<file path="config.mk">
export PLATFORM = sky130hd
export DESIGN_NAME = rx_frame_parser
export DESIGN_NICKNAME = d
export VERILOG_FILES = /design/src/rtl/rx_frame_parser.sv
export SDC_FILE = /design/constraint.sdc
export NUM_CORES = 1
export LEC_CHECK = 0
export ABC_AREA = 1
export BUFFER_PORTS_ARGS = -buffer_cell sky130_fd_sc_hd__buf_2
export CORE_ASPECT_RATIO = 1.5
export CORE_MARGIN = 2
export CORE_UTILIZATION = 40
export CTS_BUF_LIST = sky130_fd_sc_hd__clkbuf_16
export DETAILED_ROUTE_END_ITERATION = 8
export MAX_ROUTING_LAYER = met4
export PLACE_DENSITY = 0.55
export SETUP_SLACK_MARGIN = 0.3
export SYNTH_ARGS = -nofsm -noshare
export SYNTH_HDL_FRONTEND = slang
export SYNTH_SLANG_ARGS = --single-unit
</file>
<file path="constraint.sdc">
create_clock -name i_clk -period 2.2 [get_ports i_clk]
set_input_delay 0.44 -clock i_clk [delete_from_list [all_inputs] [get_ports i_clk]]
set_output_delay 0.44 -clock i_clk [all_outputs]
set_load 0.02 [all_outputs]
</file>
<file path="src/rtl/rx_frame_parser.sv">
// Frame parser between the UART receive FIFO and the Viterbi decoder input.
// It hunts for sync, checks LEN and CHK, and streams the payload out as 2-bit symbols, MSB pair first.
//
// state    | meaning
// ---------+------------------------------------------------------------
// S_HUNT   | pop bytes, drop everything except SYNC_BYTE
// S_LEN    | pop LEN, reject 0 or > MAX_LEN, else arm counters
// S_PAY_RD | pop one payload byte into the shift register
// S_EMIT   | present shift[7:6], shift on each accept, 4 symbols/byte
// S_CHK    | pop CHK, compare with accumulator, report done/err
module rx_frame_parser #(
  parameter int          SIZE_DATA = 8,
  parameter logic [7:0]  SYNC_BYTE = 8'hA5,
  parameter int          MAX_LEN   = 64
) (
  input  logic                 i_clk,
  input  logic                 i_rst_n,
  input  logic                 i_clear,
  input  logic                 i_fifo_empty,
  input  logic [SIZE_DATA-1:0] i_fifo_data,
  output logic                 o_fifo_rd_en,
  output logic [1:0]           o_sym,
  output logic                 o_sym_valid,
  input  logic                 i_sym_ready,
  output logic                 o_frame_start,
  output logic                 o_frame_done,
  output logic                 o_frame_err,
  output logic                 o_busy
);

  typedef enum logic [2:0] {
    S_HUNT   = 3'd0,
    S_LEN    = 3'd1,
    S_PAY_RD = 3'd2,
    S_EMIT   = 3'd3,
    S_CHK    = 3'd4
  } state_t;

  localparam logic [7:0] MAX_LEN_B = 8'(MAX_LEN);

  state_t     state_q, state_d;
  logic       rd_pend_q, rd_pend_d;
  logic [7:0] shift_q, shift_d;
  logic [1:0] sym_cnt_q, sym_cnt_d;
  logic [7:0] byte_cnt_q, byte_cnt_d;
  logic [7:0] chk_q, chk_d;
  logic       start_q, start_d;
  logic       done_q, done_d;
  logic       err_q, err_d;
  logic       rd_en;
  logic [7:0] byte_in;

  assign byte_in = i_fifo_data;

  always_comb begin
    state_d    = state_q;
    shift_d    = shift_q;
    sym_cnt_d  = sym_cnt_q;
    byte_cnt_d = byte_cnt_q;
    chk_d      = chk_q;
    start_d    = 1'b0;
    done_d     = 1'b0;
    err_d      = 1'b0;
    // Every state except S_EMIT consumes bytes; only one pop may be in flight.
    rd_en      = (state_q != S_EMIT) && !i_fifo_empty && !rd_pend_q;

    case (state_q)
      S_HUNT: begin
        if (rd_pend_q && (byte_in == SYNC_BYTE)) begin
          state_d = S_LEN;
        end
      end
      S_LEN: begin
        if (rd_pend_q) begin
          if ((byte_in == 8'd0) || (byte_in > MAX_LEN_B)) begin
            err_d   = 1'b1;
            state_d = S_HUNT;
          end else begin
            byte_cnt_d = byte_in;
            chk_d      = byte_in;
            start_d    = 1'b1;
            state_d    = S_PAY_RD;
          end
        end
      end
      S_PAY_RD: begin
        if (rd_pend_q) begin
          chk_d     = chk_q ^ byte_in;
          shift_d   = byte_in;
          sym_cnt_d = 2'd0;
          state_d   = S_EMIT;
        end
      end
      S_EMIT: begin
        if (i_sym_ready) begin
          shift_d   = {shift_q[5:0], 2'b00};
          sym_cnt_d = sym_cnt_q + 2'd1;
          if (sym_cnt_q == 2'd3) begin
            byte_cnt_d = byte_cnt_q - 8'd1;
            state_d    = (byte_cnt_q == 8'd1) ? S_CHK : S_PAY_RD;
          end
        end
      end
      S_CHK: begin
        if (rd_pend_q) begin
          done_d  = 1'b1;
          err_d   = (byte_in != chk_q);
          state_d = S_HUNT;
        end
      end
      default: begin
        state_d = S_HUNT;
      end
    endcase

    // Abort wins over everything; a pop already in flight is simply forgotten.
    if (i_clear) begin
      state_d = S_HUNT;
      rd_en   = 1'b0;
      start_d = 1'b0;
      done_d  = 1'b0;
      err_d   = 1'b0;
    end

    rd_pend_d = rd_en;
  end

  always_ff @(posedge i_clk or negedge i_rst_n) begin
    if (!i_rst_n) begin
      state_q    <= S_HUNT;
      rd_pend_q  <= 1'b0;
      shift_q    <= 8'd0;
      sym_cnt_q  <= 2'd0;
      byte_cnt_q <= 8'd0;
      chk_q      <= 8'd0;
      start_q    <= 1'b0;
      done_q     <= 1'b0;
      err_q      <= 1'b0;
    end else begin
      state_q    <= state_d;
      rd_pend_q  <= rd_pend_d;
      shift_q    <= shift_d;
      sym_cnt_q  <= sym_cnt_d;
      byte_cnt_q <= byte_cnt_d;
      chk_q      <= chk_d;
      start_q    <= start_d;
      done_q     <= done_d;
      err_q      <= err_d;
    end
  end

  assign o_fifo_rd_en  = rd_en;
  assign o_sym         = shift_q[7:6];
  assign o_sym_valid   = (state_q == S_EMIT);
  assign o_frame_start = start_q;
  assign o_frame_done  = done_q;
  assign o_frame_err   = err_q;
  assign o_busy        = (state_q != S_HUNT);

endmodule

</file>
==> impl_metrics.json <==
{
  "status": "finished clean",
  "finalCritPeriodShare_pct": 82.1,
  "yosysUniqueCellTypes": 27,
  "worst_hold_slack_ns": 0.244,
  "yosys_most_used_dff": "dfrtp_1",
  "start_util_pct": 40.9,
  "hold_viol": 0,
  "maxSlewHeadroom_pct": 47.2,
  "place_inst": 365,
  "yosys_warnings": 0,
  "synthCells": 282,
  "total_power_uw": 2820,
  "rrSetupSlack_ns": 0.75,
  "io_buffers": 20,
  "place_congestion": 0.840,
  "cp-end-kind": "output port",
  "dieArea_um2": 5760,
  "h-tree-depth": 2,
  "final_cells": 376,
  "critPathLaunch": "state_q[1]",
  "post-route-min-period_ns": 1.81,
  "numClockSinks": 33,
  "grt_max_degree": 34,
  "tritoncts": "done",
  "fmaxAchievable_ghz": 0.554,
  "worstPathRequired_ns": 1.76,
  "synth_fp_nets": 298,
  "diodes": 0,
  "layout.nets": 323,
  "critPathMaxFanout": 16,
  "ir_worst_vdd_mv": 0.576,
  "cts_buffer_depth": 2,
  "row_count": 32,
  "grtUsageTotal_pct": 19.8,
  "routedWlPerCell_um": 13.4,
  "wirelength_mm": 5.05,
  "ys_ff_latch": 33,
  "die-height_um": 92.0,
  "cap_violations": 0,
  "route.detailed.drc": 0,
  "vias_per_cell": 4.88,
  "stdcell_area_um2": 2390,
  "grt_pass1_wl_mm": 8.71,
  "synth_edf_count": 0,
  "p_leak_uw": 0.00124,
  "dpl_cell_area_um2": 2210,
  "dieWidth_um": 62.6,
  "critPathLaunchType": "register",
  "ios": 21,
  "cellPowerDensity_nw_per_um2": 1180,
  "grt_setup_unrepaired": "false",
  "cts_root_buffer": "clkbuf_16",
  "grt.overflow.total": 0,
  "reg2regPathDepth": 5,
  "hp-class": "primary input to async pin",
  "antenna_left": 0,
  "worstSkewPairLatency_ns": 0.28,
  "cts-buffers-inserted": 5,
  "r2r_start": "rd_pend_q",
  "seq_area_frac_synth_pct": 40.0,
  "setup_viol": 0,
  "tightestPinTransition_ns": 0.791,
  "n_fill_cell": 535,
  "dp_hpwl_mm": 3.75,
  "worstPathCellList": "inv_2, nor2_2, nand2_4, clkinv_2, buf_6, buf_4",
  "grt_pass1_vias": 1868,
  "vias": 1836,
  "fin_tns_setup_ns": 0,
  "drtIter0Drc": 75,
  "skew_ns": 0.00133,
  "synthesis.area_um2": 2060,
  "max_stage_delay_ns": 0.36,
  "syn_avg_cell_area_um2": 7.32,
  "critical_path_class": "register to output port",
  "cp_slowest_cell": "dfrtp_1",
  "arrival_ns": 1.37,
  "syn_to_final_growth_pct": 16.0,
  "drt_first_pass_iters": 4,
  "drive_gt1_share_pct": 18.5,
  "antenna_found_initial": 0,
  "async_flop_share_pct": 100,
  "maxSlewViolCount": 0,
  "path_clk_slew_ns": 0.05,
  "core_area_um2": 5040
}
-- through the flow --
step           setup slack [ns]  util, %
5_1_grt                   0.319     47.4
3_3_place_gp              0.515     43.9
3_5_place_dp              0.464     43.9
2_1_floorplan             0.416        -
4_1_cts                   0.300     47.1
6_report                  0.395     47.4
-- placed cells by master, fill, tap and decap left out --
| master | Yosys | final |
|---|---|---|
| a21oi_1 | 1 | 1 |
| a31oi_1 | 7 | 7 |
| and2_0 | 1 | 1 |
| buf_2 | 2 | 19 |
| buf_4 | 3 | 5 |
| buf_6 | 2 | 1 |
| clkbuf_16 | 0 | 5 |
| clkinv_2 | 1 | 1 |
| dfrtp_1 | 33 | 33 |
| ha_1 | 3 | 3 |
| inv_1 | 14 | 17 |
| inv_2 | 9 | 9 |
| nand2_1 | 103 | 103 |
| nand2_2 | 2 | 1 |
| nand2_4 | 4 | 5 |
| nand3_1 | 27 | 27 |
| nand3_2 | 2 | 2 |
| nand3_4 | 2 | 2 |
| nand4_4 | 1 | 1 |
| nor2_1 | 29 | 29 |
| nor2_2 | 4 | 4 |
| nor2_4 | 1 | 1 |
| nor3_1 | 1 | 1 |
| nor4_4 | 0 | 1 |
| o21ai_0 | 11 | 11 |
| o21ai_1 | 7 | 7 |
| xnor2_1 | 1 | 1 |
| xor2_1 | 10 | 10 |
-- layout make-up --
cell class / count / area [um^2] / area share [%]
multi-input combinational: 218 / 1110 / 46.4
tap: 68 / 85.1 / 3.55
clock inverter: 3 / 11.3 / 0.470
sequential: 33 / 826 / 34.5
inverter: 24 / 91.3 / 3.82
clock buffer: 5 / 125 / 5.23
timing repair buffer: 25 / 144 / 6.01
-- metal layers --
metal	global-route usage [%]	share of wire, %
met3	3.31	2.6
met4	8.89	2.7
met5	-	0
met2	35.3	54
met1	21.4	41
-- worst paths after layout --
path / endpoint
max in group asynchronous: byte_cnt_q[6]
worst min-delay path: byte_cnt_q[1]
worst max register to register: shift_q[0]
worst max-delay path: o_sym_valid
worst min register to register: sym_cnt_q[0]
min in group i_clk: rd_pend_q
-- kinds of logic (layout without fill, tap and decap cells) --
| family | after synthesis | in the layout | share of synthesized area [%] |
|---|---|---|---|
| DFF | 33 | 33 | 40.0 |
| adders and majority gates | 3 | 3 | 1.82 |
| xor gates and xnor gates | 11 | 11 | 4.67 |
| buffers and inverters | 31 | 57 | 7.09 |
| and+or+nand+nor | 178 | 178 | 39.7 |
| AOI/OAI and AO/OA | 26 | 26 | 6.73 |
-- Yosys cell counts, types with 4 or more instances --
| master | instances | area [um^2] |
|---|---|---|
| xor2_1 | 10 | 87.6 |
| inv_1 | 14 | 52.6 |
| o21ai_1 | 7 | 35.0 |
| o21ai_0 | 11 | 55.1 |
| nand2_1 | 103 | 387 |
| inv_2 | 9 | 33.8 |
| nand2_4 | 4 | 45.0 |
| nor2_1 | 29 | 109 |
| a31oi_1 | 7 | 43.8 |
| nor2_2 | 4 | 25.0 |
| nand3_1 | 27 | 135 |
| dfrtp_1 | 33 | 826 |
-- power breakdown --
group / switching [uW] / total [uW] / leakage, uW / internal [uW]
clock network: 258 / 665 / 0.0000776 / 407
logic: 703 / 1120 / 0.000743 / 421
registers: 184 / 1030 / 0.000423 / 846
-- timing repair --
action | in CTS | in global routing
gates resized for setup | 3 | 1
setup buffers | 1 | 2
hold buffers | 0 | 0
endpoints found under the setup margin | 2 | 2
pin swaps | 1 | 1
-- worst max-delay path: cells and delay by family (launching register included) --
kind / cells / cell delay [ns]
flops: 1 / 0.36
simple gates: 2 / 0.25
buf+inv: 4 / 0.47
-- flip-flops by register name, indices dropped and copies added (netlist names) --
signal,flops
byte_cnt_q,8
o_frame_err,1
rd_pend_q,1
o_frame_start,1
sym_cnt_q,2
shift_q,8
o_frame_done,1
state_q,3
chk_q,8
Note: power is estimated with default switching activity, not from simulation.
